[config.mk]
export PLATFORM = sky130hd
export DESIGN_NAME = fetch_stage
export DESIGN_NICKNAME = d
export VERILOG_FILES = /design/src/rtl/fetch_pkg.sv /design/src/rtl/fetch_skid_buf.sv /design/src/rtl/fetch_stage.sv
export SDC_FILE = /design/constraint.sdc
export NUM_CORES = 1
export LEC_CHECK = 0
export ABC_AREA = 0
export CAP_MARGIN = 25
export CORE_MARGIN = 5
export CORE_UTILIZATION = 53
export CTS_BUF_LIST = sky130_fd_sc_hd__clkbuf_4
export CTS_CLUSTER_DIAMETER = 40
export DETAILED_ROUTE_END_ITERATION = 16
export PLACE_DENSITY = 0.88
export SYNTH_ARGS = -nofsm -noshare
export SYNTH_HDL_FRONTEND = slang
export SYNTH_HIERARCHICAL = 1
export SYNTH_SLANG_ARGS = --single-unit
[constraint.sdc]
create_clock -name clock -period 4.1 [get_ports clock]
set_clock_uncertainty 0.15 [all_clocks]
set_input_delay 0.615 -clock clock [delete_from_list [all_inputs] [get_ports clock]]
set_output_delay 0.615 -clock clock [all_outputs]
set_load 0.02 [all_outputs]
[src/rtl/fetch_pkg.sv]
// Shared types and constants for the instruction fetch stage.
//   fetch_state_e : request FSM states (REQ, WAIT, FULL)
//   NOP_INSTR     : instruction word presented while the IF/ID entry is empty
//   RESET_PC      : boot address, shared with the program counter
package fetch_pkg;

  typedef enum logic [1:0] {
    REQ  = 2'd0,
    WAIT = 2'd1,
    FULL = 2'd2
  } fetch_state_e;

  localparam logic [31:0] NOP_INSTR = 32'h0000_0000;
  localparam logic [31:0] RESET_PC  = 32'h0000_3000;

endpackage

[src/rtl/fetch_skid_buf.sv]
// One-entry {instr, pc} holding buffer for a response that arrives while
// decode is stalled on a live IF/ID entry.
//   clock, reset     : clock and synchronous active-high reset (buffer empty)
//   wrEn             : capture wrInstr/wrPc, buffer becomes full
//   rdEn             : consume the entry, buffer becomes empty
//   clear            : discard the entry (dominates wrEn/rdEn)
//   wrInstr, wrPc    : entry to capture
//   full             : buffer holds an entry
//   rdInstr, rdPc    : buffered entry
module fetch_skid_buf #(
  parameter int unsigned ADDR_W = 32,
  parameter int unsigned DATA_W = 32
) (
  input  logic              clock,
  input  logic              reset,
  input  logic              wrEn,
  input  logic              rdEn,
  input  logic              clear,
  input  logic [DATA_W-1:0] wrInstr,
  input  logic [ADDR_W-1:0] wrPc,
  output logic              full,
  output logic [DATA_W-1:0] rdInstr,
  output logic [ADDR_W-1:0] rdPc
);

  always_ff @(posedge clock) begin
    if (reset) begin
      full    <= 1'b0;
      rdInstr <= '0;
      rdPc    <= '0;
    end else begin
      if (clear) begin
        full <= 1'b0;
      end else if (wrEn) begin
        full <= 1'b1;
      end else if (rdEn) begin
        full <= 1'b0;
      end
      if (wrEn && !clear) begin
        rdInstr <= wrInstr;
        rdPc    <= wrPc;
      end
    end
  end

endmodule

[src/rtl/fetch_stage.sv]
// Instruction fetch stage: issues one valid/ready request at a time to
// instruction memory, captures the response into the IF/ID register, and
// releases the PC (pcHold=0) only when an instruction retires or on a jump.
//   clock, reset          : clock and synchronous active-high reset
//   pcValue               : current PC (bits [1:0] ignored)
//   pcHold                : 0 lets the PC load its next/jump value this edge
//   flush                 : jump taken this cycle, squashes in-flight work
//   imemReq*              : fetch request channel (valid/ready/address)
//   imemResp*             : instruction response (latency >= 1 cycle)
//   stallIn               : decode cannot accept a new IF/ID entry
//   ifidValid/Instr/Pc/PcPlus4 : IF/ID pipeline register
module fetch_stage #(
  parameter int unsigned       ADDR_W    = 32,
  parameter int unsigned       DATA_W    = 32,
  parameter logic [DATA_W-1:0] NOP_INSTR = DATA_W'(fetch_pkg::NOP_INSTR)
) (
  input  logic              clock,
  input  logic              reset,
  input  logic [ADDR_W-1:0] pcValue,
  output logic              pcHold,
  input  logic              flush,
  output logic              imemReqValid,
  input  logic              imemReqReady,
  output logic [ADDR_W-1:0] imemReqAddr,
  input  logic              imemRespValid,
  input  logic [DATA_W-1:0] imemRespData,
  input  logic              stallIn,
  output logic              ifidValid,
  output logic [DATA_W-1:0] ifidInstr,
  output logic [ADDR_W-1:0] ifidPc,
  output logic [ADDR_W-1:0] ifidPcPlus4
);

  import fetch_pkg::*;

  fetch_state_e      state_q, state_d;
  logic              drop_q, drop_d;
  logic [ADDR_W-1:0] req_pc_q;
  logic              slot_free;
  logic              retire_resp, buf_wr, buf_rd;
  logic              buf_full;
  logic [DATA_W-1:0] buf_instr;
  logic [ADDR_W-1:0] buf_pc;
  logic              unused_pc_bits;

  assign imemReqAddr    = {pcValue[ADDR_W-1:2], 2'b00};
  assign unused_pc_bits = ^pcValue[1:0];
  assign slot_free      = !ifidValid || !stallIn;

  // State register and drop flag.
  always_ff @(posedge clock) begin
    if (reset) begin
      state_q <= REQ;
      drop_q  <= 1'b0;
    end else begin
      state_q <= state_d;
      drop_q  <= drop_d;
    end
  end

  // Next state. drop marks an outstanding request whose response must be
  // discarded because a jump overtook it.
  always_comb begin
    state_d = state_q;
    drop_d  = drop_q;
    case (state_q)
      REQ: begin
        if (imemReqReady) begin
          state_d = WAIT;
          if (flush) drop_d = 1'b1;
        end
      end
      WAIT: begin
        if (flush) begin
          // A response arriving with the flush is the outstanding one:
          // nothing remains in flight afterwards.
          if (imemRespValid) begin
            state_d = REQ;
            drop_d  = 1'b0;
          end else begin
            drop_d = 1'b1;
          end
        end else if (imemRespValid) begin
          if (drop_q) begin
            state_d = REQ;
            drop_d  = 1'b0;
          end else if (slot_free) begin
            state_d = REQ;
          end else begin
            state_d = FULL;
          end
        end
      end
      FULL: begin
        if (flush || !stallIn) state_d = REQ;
      end
      default: state_d = REQ;
    endcase
  end

  // Outputs and internal strobes decoded from the current state.
  always_comb begin
    imemReqValid = 1'b0;
    pcHold       = 1'b1;
    retire_resp  = 1'b0;
    buf_wr       = 1'b0;
    buf_rd       = 1'b0;
    if (!reset) begin
      imemReqValid = (state_q == REQ);
      retire_resp  = (state_q == WAIT) && imemRespValid && !drop_q && !flush && slot_free;
      buf_wr       = (state_q == WAIT) && imemRespValid && !drop_q && !flush && !slot_free;
      buf_rd       = (state_q == FULL) && buf_full && !stallIn && !flush;
      pcHold       = !(retire_resp || buf_rd || flush);
    end
  end

  // Address of the request in flight, committed on the handshake.
  always_ff @(posedge clock) begin
    if (reset) begin
      req_pc_q <= '0;
    end else if (imemReqValid && imemReqReady) begin
      req_pc_q <= imemReqAddr;
    end
  end

  // IF/ID register.
  always_ff @(posedge clock) begin
    if (reset) begin
      ifidValid   <= 1'b0;
      ifidInstr   <= NOP_INSTR;
      ifidPc      <= '0;
      ifidPcPlus4 <= '0;
    end else if (flush) begin
      ifidValid <= 1'b0;
      ifidInstr <= NOP_INSTR;
    end else if (retire_resp) begin
      ifidValid   <= 1'b1;
      ifidInstr   <= imemRespData;
      ifidPc      <= req_pc_q;
      ifidPcPlus4 <= req_pc_q + ADDR_W'(4);
    end else if (buf_rd) begin
      ifidValid   <= 1'b1;
      ifidInstr   <= buf_instr;
      ifidPc      <= buf_pc;
      ifidPcPlus4 <= buf_pc + ADDR_W'(4);
    end else if (!stallIn) begin
      ifidValid <= 1'b0;
      ifidInstr <= NOP_INSTR;
    end
  end

  fetch_skid_buf #(
    .ADDR_W (ADDR_W),
    .DATA_W (DATA_W)
  ) u_skid (
    .clock   (clock),
    .reset   (reset),
    .wrEn    (buf_wr),
    .rdEn    (buf_rd),
    .clear   (flush),
    .wrInstr (imemRespData),
    .wrPc    (req_pc_q),
    .full    (buf_full),
    .rdInstr (buf_instr),
    .rdPc    (buf_pc)
  );

endmodule

**Word-level counts from Yosys, hierarchy flattened**

Cells that the tools add are included.

- Register bits: 193
- Input port bits: 70
- Output and inout bits: 131

- Add/sub/neg operators: 2
- Equality and inequality tests: 8
- Muxes and demuxes: 31
- Bitwise logic cells: 1
- Reductions and logical operators: 28

Operators by type and width:

| operator | count |
|---|---|
| 2-to-1 mux 32 bit | 7 |
| adder 32 x 3 -> 32 bit, second input constant | 2 |
| 2-to-1 mux 1 bit | 15 |
| 2-to-1 mux 2 bit | 7 |
| logical AND 1 bit | 10 |
| != test 2 bit, second input constant | 4 |
| logical NOT 1 bit | 6 |
| one-hot mux 2 bit (3 select lines) | 1 |
| nonzero test 2 bit | 3 |
| logical OR 1 bit | 4 |
| AND reduction 4 bit | 1 |
| != test 3 x 1 -> 1 bit, second input constant | 1 |
| != test 3 bit, second input constant | 1 |
| AND reduction 3 bit | 1 |
| == test 2 x 1 -> 1 bit, second input constant | 1 |
| == test 2 bit, second input constant | 1 |
| logical NOT 2 bit | 1 |
| one-hot mux 1 bit (2 select lines) | 1 |
| AND reduction 2 bit | 1 |
| OR reduction 2 bit | 1 |
| inverter 1 bit | 1 |

**Logic depth before layout (Yosys ltp)**

Gate-level depths: netlist of the first run.

- Depth after elaboration: 9
- Mapped depth: 16
- Gate-level depth less buffers: 11

**Hierarchy**

Netlist of the first run, hierarchy kept.

Modules (own cells, without submodules):

| module | instances | cells each | area each (µm²) | sequential area each (µm²) |
|---|---|---|---|---|
| fetch_stage | 1 | 781 | 6331.1 | 2562.5 |
| fetch_skid_buf | 1 | 296 | 3032.9 | 1301.2 |

**Least setup slack after synthesis of the first run**

Ideal clock, no wire load.

- Path type: input -> register
- Start point: input stallIn
- End point: register ifidPcPlus4[22]
- Setup time: 0.120 ns
- Arrival: 3.456 ns
- Data required time: 3.830 ns
- Path slack: 0.375 ns
- Cell stages on the path: 16
- Cells stage by stage: buf_6 a211oi_4 and2_1 buf_4 buf_6 buf_2 nand2_1 nand2_1 ha_1 buf_2 inv_1 or4_1 o32a_1 nor3_2 nor3_1 a211o_1

- Word-level cells in the longest chain between the ends: 6
- Elaborated cells on any way between the ends: 10
- Classes of those cells: mux (3); reduce/logical (7)

RTL lines:

| what | line | source |
|---|---|---|
| from (decl) | fetch_stage.sv:27 | `input logic stallIn,` |
| logical NOT 1 bit (*) | - |  |
| logical OR 1 bit or logical AND 1 bit (tied branches) | fetch_stage.sv:48, fetch_stage.sv:112 |  |
| logical AND 1 bit, on equally long branches | fetch_stage.sv:110, fetch_stage.sv:112 |  |
| 2-to-1 mux 1 bit | fetch_stage.sv:108 | `if (!reset) begin` |
| nonzero test 2 bit (no line) | - |  |
| AND reduction 2 bit (no line) | - |  |
| to (signal assigned) | fetch_stage.sv:140 | `ifidPcPlus4 <= req_pc_q + ADDR_W'(4);` |
| to (signal assigned) | fetch_stage.sv:145 | `ifidPcPlus4 <= buf_pc + ADDR_W'(4);` |
| to (decl) | fetch_stage.sv:31 | `output logic [ADDR_W-1:0] ifidPcPlus4` |

Mark *: on every way between the ends. The rest lies on a longest branch, timed or not.
A chain may end at the register's enable or synchronous reset.

**Worst setup path in the final report of the first run**

- Start point: input stallIn
- End point: output pcHold

- Word-level cells in the longest chain between the ends: 7
- Elaborated cells on any way between the ends: 9
- Classes of those cells: mux (1); reduce/logical (8)

RTL lines:

| what | line | source |
|---|---|---|
| logical NOT 1 bit (*) | - |  |
| logical OR 1 bit or logical AND 1 bit (tied branches) | fetch_stage.sv:48, fetch_stage.sv:112 |  |
| logical AND 1 bit, on equally long branches | fetch_stage.sv:110, fetch_stage.sv:112 |  |
| logical OR 1 bit (*) (2 in series) | fetch_stage.sv:113 | `pcHold = !(retire_resp \|\| buf_rd \|\| flush);` |
| logical NOT 1 bit (*) | fetch_stage.sv:113 |  |
| 2-to-1 mux 1 bit (*) | fetch_stage.sv:108 |  |
| to (decl) | fetch_stage.sv:20 | `output logic pcHold,` |

Marked as above.

==> results of run 1 <==
==> logic make-up after synthesis <==
group                      count (synthesis)  synth area share, %
muxes                                     36                 3.94
and+or+nand+nor                          434                 27.1
xor gates and xnor gates                  25                 2.34
other                                      1               0.0400
AOI/OAI and AO/OA                        250                 16.3
adders and majority gates                  1                0.134
buffers and inverters                    137                 8.83
DFF                                      193                 41.3
==> sequential cells by signal, summed over array words and instances (netlist names) <==
register and cells:
ifidInstr 32, u_skid/full 1, ifidPc 32, ifidPcPlus4 30
ifidValid 1, u_skid/rdInstr 32, u_skid/rdPc 32, req_pc_q 30
drop_q 1, state_q 2
==> final timing paths <==
path | start | endpoint | slack, ns | depth (start not counted)
max | stallIn | pcHold | 0.48 | 6
min | flush | state_q[1] | 0.25 | 4
max reg2reg | state_q[1] | ifidPcPlus4[22] | 0.95 | 11
min reg2reg | ifidPcPlus4[2] | ifidPcPlus4[2] | 0.33 | 2
==> per-stage QoR <==
step	worst slack [ns]	utilization, %
finish	0.478	65.2
global route	0.381	65.2
CTS	0.468	65.1
detailed placement	0.310	63.4
global placement	0.330	63.4
floorplan	0.375	-
==> critical path, stage by stage <==
cell and delay, ns:
clkdlybuf4s50_1 0.53, buf_4 0.40, nand4b_1 0.26, nand2_1 0.10, a21oi_1 0.27, clkdlybuf4s50_1 0.68
==> cell type report <==
cell class / instances / share of cell area [%]
Inverter: 6 / 0.200
Clock inverter: 14 / 1.43
Antenna cell: 1 / 0.0222
Multi-Input combinational cell: 750 / 41.7
Timing Repair Buffer: 214 / 18.7
Tap cell: 225 / 2.49
Clock buffer: 18 / 1.20
Sequential cell: 193 / 34.2
==> power groups by stage <==
| stage | Sequential, uW | Clock (uW) | Combinational, uW |
|---|---|---|---|
| 4_1_cts | 1960 | 1110 | 333 |
| 3_3_place_gp | 1990 | 0 | 325 |
| 6_report | 1960 | 1090 | 334 |
| 3_5_place_dp | 2000 | 0 | 331 |
| 5_1_grt | 1960 | 1170 | 357 |
| 2_1_floorplan | 1990 | 0 | 196 |
==> cell usage in the layout, fill, tap and decap left out, drive strengths merged, types with 12 or more instances in the layout <==
cell type / netlist / routed
buf: 89 / 20
nor3: 23 / 23
nand3: 33 / 33
and3: 14 / 14
clkdlybuf4s50: 0 / 194
nand2: 121 / 121
nor2: 64 / 64
a21oi: 52 / 52
nand4bb: 64 / 64
xor2: 13 / 13
nand4: 20 / 20
clkbuf: 42 / 18
nand2b: 64 / 64
o21ai: 111 / 111
dfxtp: 193 / 193
xnor2: 12 / 12
a211oi: 31 / 31
a32oi: 32 / 32
mux2i: 32 / 32
==> metal layers <==
metal | track usage (%) | vias up | routed length, um
li1 | - | 4031 | -
met1 | 32.8 | 4042 | 10800
met2 | 40.6 | 410 | 12400
met3 | 5.59 | 64 | 2110
met4 | 9.40 | 0 | 828
met5 | 0 | - | 0
==> impl_metrics.py, run 1 <==
metrics = {
    "global_routing": {
        "grt_pass1_wl_um": 41700,
        "grt_pass1_vias": 8158,
        "grt_max_degree": 131,
        "grtUsageTotal_pct": 25.0,
        "grt.overflow.total": 0,
        "antenna_found_initial": 1,
    },
    "critical_path": {
        "setup.worst_path.end_class": "output pin",
        "worstPathArrival_ns": 2.86,
        "startpoint_type": "input port",
        "path_max_fanout": 35,
        "critPathRequiredTime_ns": 3.34,
        "crit_type": "input port to output pin",
    },
    "yosys": {
        "seq_area_frac_synth_pct": 41.3,
        "yosysWarnings": 6,
        "synth_ff_type": "dfxtp_1",
        "synth_common_cells": "193 x dfxtp_1, 120 x nand2_1, 65 x o21ai_1",
        "synth_edf_count": 0,
        "synth_cell_types": 55,
        "netlist_area_um2": 9360,
        "ys_top_cells_by_area": "dfxtp_1 41%, nand4bb_1 7.7%, nand2_1 4.8%, nand2b_1 4.3%, o21ai_1 3.5%",
        "syn_inst": 1077,
        "yosys.area.top_type": "dfxtp_1",
        "yosysMostFrequentCell": "dfxtp_1",
        "ys_async_sr_fraction_pct": 0,
        "ys_ff_latch": 193,
        "synth.avg_cell_area_um2": 8.69,
        "netlist.area_leader.share_pct": 41.3,
    },
    "clocking": {
        "clkLatencyLatePin_ns": 0.60,
        "clk_pin_slew_ns": 0.15,
        "cts_root_buf": "clkbuf_4",
        "post_cts_buffers": 0,
        "cts-resized-gates": 0,
        "cts_hold_buf": 0,
        "cts.sinks": 193,
        "clockBufferDepth": 2,
        "cts_tree": "done",
        "cts_buffers": 17,
        "cts_max_level": 4,
    },
    "floorplan": {
        "start_util_pct": 54.1,
        "io_pins": 201,
        "die_x_um": 143,
        "core_um2": 17300,
        "rows": 48,
        "dieHeight_um": 143,
        "die-area_um2": 20400,
    },
    "finish": {
        "multi_input_area_um2": 4710,
        "area_growth_pct": 20.5,
        "drive_above_1_share_pct": 5.61,
        "stdcell_area_um2": 11300,
        "ff_latch_area_um2": 3860,
        "fin_cells": 1421,
        "fillers": 1428,
        "final_net_count": 1253,
    },
    "routing": {
        "antenna_left": 0,
        "drtIter0Drc": 1036,
        "wl_um": 26100,
        "vias_per_cell": 6.01,
        "first_pass_iters": 5,
        "num_vias": 8547,
        "wl_per_cell_um": 18.4,
        "drcViolationCount": 0,
    },
    "timing": {
        "rsz0062_at_grt": "false",
        "worst_slew_pin_slew_ns": 0.964,
        "drv_slew": 0,
        "finalSetupViolations": 0,
        "whs_ns": 0.245,
        "slew_headroom_pct": 35.6,
        "fmaxAchievable_mhz": 276,
        "fin_crit_sh_pct": 88.3,
        "hold_viol": 0,
        "timing.setup.tns_ns": 0,
        "finalCriticalPeriod_ns": 3.62,
    },
    "power_and_ir_drop": {
        "p_comb_share_pct": 9.9,
        "p_leak_uw": 0.00381,
        "p_int_uw": 2500,
        "pwr-share-clk_pct": 32.1,
        "finalPower_uw": 3380,
        "pwr-share-seq_pct": 58.0,
        "power_density_nw_per_um2": 299,
        "peakVddDrop_mv": 0.243,
        "swShare_pct": 26.0,
        "switchingPower_uw": 877,
    },
    "hold_path": {
        "hold_path.class": "input port to flop",
    },
    "status": {
        "status": "finished, final reports clean",
    },
    "place": {
        "place_congestion": 0.941,
        "dp.cells": 1387,
        "numPortBuffers": 196,
        "placed_cell_area_um2": 11000,
        "post-dp-hpwl_um": 17200,
    },
    "run": {
        "max-cap-violations": 0,
    },
}
No activity file was read; power rests on OpenSTA's default activity.
==> inputs of run 2 (changes only) <==
PLACE_DENSITY = 0.8   (was 0.88)
clock period = 3.4 ns   (was 4.1 ns; I/O delays follow)
==> run 2 against run 1 <==
Effect of this change:
- power increased by 17%
- setup slack got worse by 0.38 ns
- wire length down 1.6%
==> impl_metrics.py, run 2 (synthesized netlist as in run 1, its figures left out) <==
metrics = {
    "timing": {
        "finalSetupViolations": 0,
        "hold_viol": 0,
        "worst_slew_pin_slew_ns": 0.891,
        "fmaxAchievable_mhz": 303,
        "rsz0062_at_grt": "false",
        "layout_setup_ws_ns": 0.103,
        "drv_slew": 0,
        "finalCriticalPeriod_ns": 3.30,
        "timing.setup.tns_ns": 0,
        "slew_headroom_pct": 40.6,
        "fin_crit_sh_pct": 97.0,
    },
    "status": {
        "status": "finished, final reports clean",
    },
    "clocking": {
        "cts_buffers": 17,
        "post_cts_buffers": 0,
        "clkLatencyLatePin_ns": 0.60,
        "cts-resized-gates": 0,
        "cts_tree": "done",
        "clockBufferDepth": 2,
        "cts_root_buf": "clkbuf_4",
        "cts_max_level": 4,
        "cts.sinks": 193,
        "clk_pin_slew_ns": 0.15,
        "cts_hold_buf": 0,
    },
    "critical_path": {
        "crit_path_max_incr_delay_ns": 0.66,
        "ff2ff_setup_slack_ns": 0.39,
        "path_common_cell": "clkdlybuf4s50_1",
        "setup.worst_path.end_class": "output pin",
        "path_max_fanout": 35,
        "rr_endpoint": "ifidPcPlus4[30]",
        "crit_type": "input port to output pin",
        "r2r-start": "state_q[1]",
        "startpoint_type": "input port",
        "critPathRequiredTime_ns": 2.74,
        "slowest_stage": "clkdlybuf4s50_1",
        "path_cells": "clkdlybuf4s50_1 > buf_4 > nand4b_1 > nand2_2 > a21oi_1 > clkdlybuf4s50_1",
        "worstPathArrival_ns": 2.64,
        "ff2ff_path_depth": 12,
    },
    "finish": {
        "final_net_count": 1264,
        "area_growth_pct": 21.4,
        "final_common_cell": "clkdlybuf4s50_1",
        "final_cell_mix": "194 x clkdlybuf4s50_1, 193 x dfxtp_1, 119 x nand2_1",
        "drive_above_1_share_pct": 6.80,
        "fillers": 1478,
        "fin_cells": 1433,
        "post-route-util_pct": 65.7,
    },
    "routing": {
        "num_vias": 8411,
        "antenna_left": 0,
        "vias_per_cell": 5.87,
        "wl_um": 25700,
        "wl_per_cell_um": 17.9,
        "first_pass_iters": 9,
        "drcViolationCount": 0,
        "drtIter0Drc": 811,
    },
    "power_and_ir_drop": {
        "p_leak_uw": 0.00385,
        "peakVddDrop_mv": 0.197,
        "power_density_nw_per_um2": 348,
        "finalPower_uw": 3950,
    },
    "place": {
        "numPortBuffers": 196,
        "post-dp-hpwl_um": 17000,
        "dp.cells": 1399,
        "place_congestion": 0.940,
        "dp_slack_ns": -0.147,
    },
    "floorplan": {
        "start_util_pct": 54.1,
        "die_x_um": 143,
        "dieHeight_um": 143,
        "rows": 48,
        "io_pins": 201,
        "die-area_um2": 20400,
        "core_um2": 17300,
    },
    "global_routing": {
        "grt_pass1_vias": 7945,
        "grtUsageTotal_pct": 24.6,
        "grt_pass1_wl_um": 41000,
        "grt.overflow.total": 0,
        "grt_max_degree": 121,
        "antenna_found_initial": 2,
    },
    "hold_path": {
        "holdPathEnd": "state_q[1]",
        "min_from": "flush",
        "hold_path_depth": 4,
        "hold_path.class": "input port to flop",
    },
    "run": {
        "max-cap-violations": 0,
    },
}
## run 2: changes by cell type in the layout (fill, tap and decap cells not counted), sizes merged
cell / change
buf: +11
bufinv: -2
inv: +2
clkbuf: -1
clkinvlp: +1
diode: +1
## run 2: layout make-up
type | instances | area [um2] | area share [%]
Inverter | 6 | 22.5 | 0.198
Clock buffer | 17 | 128 | 1.12
Multi-Input combinational cell | 750 | 4710 | 41.5
Tap cell | 225 | 282 | 2.48
Antenna cell | 2 | 5.00 | 0.0440
Timing Repair Buffer | 225 | 2220 | 19.5
Clock inverter | 15 | 133 | 1.17
Sequential cell | 193 | 3860 | 34.0
## run 2: layer usage
metal  global-route usage, %  part of all wire (%)
met5                       0                     0
met4                    9.70                   2.8
met3                    4.12                   6.4
met2                    39.9                    47
met1                    32.9                    44
## run 2: where the power goes
group          switching [uW]  internal, uW  leakage (uW)
registers                55.5          2300       0.00156
logic                     207           200       0.00215
clock network             816           369      0.000137
total                    1080          2870       0.00385
## run 2: metrics by stage
stage	hold slack (ns)	cell area (um2)
after floorplan	0.291	9400
after global placement	0.293	11100
after detailed placement	0.304	11100
after CTS	0.0605	11400
after global routing	0.0905	11400
final	0.106	11400
## run 2: worst max path at each step
stage	from	to	slack, ns	cells past startpoint
after floorplan	stallIn	ifidPcPlus4[22]	0.003	15
after global placement	stallIn	ifidPcPlus4[22]	-0.07	12
after detailed placement	stallIn	ifidPcPlus4[22]	-0.15	12
after CTS	stallIn	pcHold	0.11	6
after global routing	stallIn	pcHold	0.03	6
final	stallIn	pcHold	0.10	6
## run 2: critical path, delay by kind of cell
family                 cells  cell delay (ns)
buffers and inverters      3             1.59
and+or+nand+nor            2             0.30
AOI/OAI and AO/OA          1             0.23
==> inputs of run 3 (changes only) <==
CORE_UTILIZATION = 45   (was 53)
PLACE_DENSITY = 0.69   (was 0.8)
==> run 3 against run 2 <==
Effect of this change:
- flip-flop and latch count did not move
- global-route usage fell by 3.1 points
- clock-buffer cell count did not move
- core utilization fell by 9.3 points
- worst hold slack improved by 0.0093 ns
- critical path type unchanged
- cell area rose by 1.2%
- maximum frequency fell by 0.44%
==> impl_metrics.py, run 3 (synthesized netlist as in run 1, its figures left out) <==
metrics = {
    "status": {
        "status": "finished, final reports clean",
    },
    "floorplan": {
        "die-area_um2": 23800,
        "core_um2": 20400,
        "rows": 52,
        "io_pins": 201,
        "start_util_pct": 46.0,
        "dieHeight_um": 154,
        "die_x_um": 154,
    },
    "routing": {
        "wl_per_cell_um": 17.8,
        "drtIter0Drc": 749,
        "antenna_left": 0,
        "wl_um": 26400,
        "drcViolationCount": 0,
        "vias_per_cell": 5.55,
        "first_pass_iters": 6,
        "num_vias": 8215,
    },
    "global_routing": {
        "grt_pass1_vias": 7856,
        "grt_pass1_wl_um": 42400,
        "use_met1_pct": 28.6,
        "grtUsageTotal_pct": 21.5,
        "grt_busiest_layer": "met2",
        "grt.overflow.total": 0,
        "use_met3_pct": 4.64,
        "antenna_found_initial": 1,
        "grt_use_met2_pct": 36.1,
        "grt_max_degree": 178,
    },
    "clocking": {
        "post_cts_buffers": 0,
        "cts_hold_buf": 0,
        "cts_buffers": 17,
        "clockBufferDepth": 2,
        "clkLatencyLatePin_ns": 0.56,
        "cts_root_buf": "clkbuf_4",
        "cts_max_level": 4,
        "clk_pin_slew_ns": 0.14,
        "cts-resized-gates": 0,
        "cts.sinks": 193,
        "cts_tree": "done",
    },
    "timing": {
        "worst_slew_pin_slew_ns": 0.771,
        "fmaxAchievable_mhz": 302,
        "hold_viol": 0,
        "fin_crit_sh_pct": 97.4,
        "finalSetupViolations": 0,
        "drv_slew": 0,
        "rsz0062_at_grt": "false",
        "slew_headroom_pct": 48.6,
        "finalCriticalPeriod_ns": 3.31,
        "timing.setup.tns_ns": 0,
    },
    "critical_path": {
        "setup.worst_path.end_class": "output pin",
        "rr_endpoint": "ifidPcPlus4[30]",
        "worstPathArrival_ns": 2.65,
        "crit_type": "input port to output pin",
        "ff2ff_setup_slack_ns": 0.56,
        "startpoint_type": "input port",
        "critPathRequiredTime_ns": 2.74,
        "r2r-start": "state_q[1]",
        "ff2ff_path_depth": 11,
        "path_max_fanout": 35,
    },
    "finish": {
        "stdcell_area_um2": 11500,
        "fin_cells": 1479,
        "multi_input_area_um2": 4710,
        "ff_latch_area_um2": 3860,
        "final_common_cell": "clkdlybuf4s50_1",
        "fillers": 1918,
        "final_net_count": 1266,
        "final_cell_mix": "194 x clkdlybuf4s50_1, 193 x dfxtp_1, 119 x nand2_1",
        "post-route-util_pct": 56.5,
        "drive_above_1_share_pct": 6.95,
        "area_growth_pct": 22.8,
    },
    "run": {
        "max-cap-violations": 0,
    },
    "hold_path": {
        "min_from": "reset",
        "holdPathEnd": "state_q[1]",
        "hold_path_depth": 4,
        "hold_path.class": "input port to flop",
    },
    "place": {
        "placed_cell_area_um2": 11200,
        "numPortBuffers": 196,
        "dp.cells": 1446,
        "place_congestion": 0.866,
        "post-dp-hpwl_um": 17400,
    },
    "power_and_ir_drop": {
        "p_leak_uw": 0.00390,
        "finalPower_uw": 4170,
        "peakVddDrop_mv": 0.197,
        "power_density_nw_per_um2": 363,
    },
}
-- run 3: cell count changes in the layout (fill, tap and decap cells not counted), sizes merged --
cell,before,now
bufinv,1,4
buf,31,33
clkinvlp,3,1
diode,2,1
inv,11,10
-- run 3: how the worst max path moves through the flow --
| stage | startpoint | to | slack, ns | cells past startpoint |
|---|---|---|---|---|
| 3_3_place_gp | stallIn | ifidPcPlus4[30] | 0.005 | 12 |
| 3_5_place_dp | stallIn | ifidPcPlus4[30] | -0.04 | 12 |
| 5_1_grt | stallIn | pcHold | 0.03 | 6 |
| 4_1_cts | stallIn | pcHold | 0.06 | 6 |
| 2_1_floorplan | stallIn | ifidPcPlus4[22] | 0.003 | 15 |
| 6_report | stallIn | pcHold | 0.09 | 6 |
-- run 3: final cells by class --
cell class	instances	area share, %
diodes	1	0.0218
clock buffers	17	1.11
clock inverters	15	1.81
inverters	6	0.196
multi-input cells	750	41.0
flip-flops and latches	193	33.6
well taps	270	2.94
repair buffers	227	19.3
-- run 3: per-stage QoR --
step / hold slack (ns) / worst slack [ns]
2_1_floorplan: 0.291 / 0.00287
3_3_place_gp: 0.297 / 0.00464
3_5_place_dp: 0.303 / -0.0375
4_1_cts: 0.0829 / 0.0637
5_1_grt: 0.0663 / 0.0330
6_report: 0.115 / 0.0882
-- run 3: critical path, cell delays in order --
cell	delay, ns
clkdlybuf4s50_1	0.52
buf_4	0.41
nand4b_1	0.22
nand2_2	0.07
a21oi_1	0.24
clkdlybuf4s50_1	0.67
-- run 3: report_power, final --
group / total (uW) / leakage [uW] / switching (uW) / internal (uW)
clock network: 1410 / 0.000178 / 809 / 597
registers: 2360 / 0.00156 / 55.7 / 2300
logic: 410 / 0.00216 / 209 / 202
-- run 3: routing by layer --
layer  vias to the layer above  routed length (um)
met5                         -                   0
met4                         0                 338
met3                        21                1770
met2                       267               12800
li1                       4061                   -
met1                      3866               11500
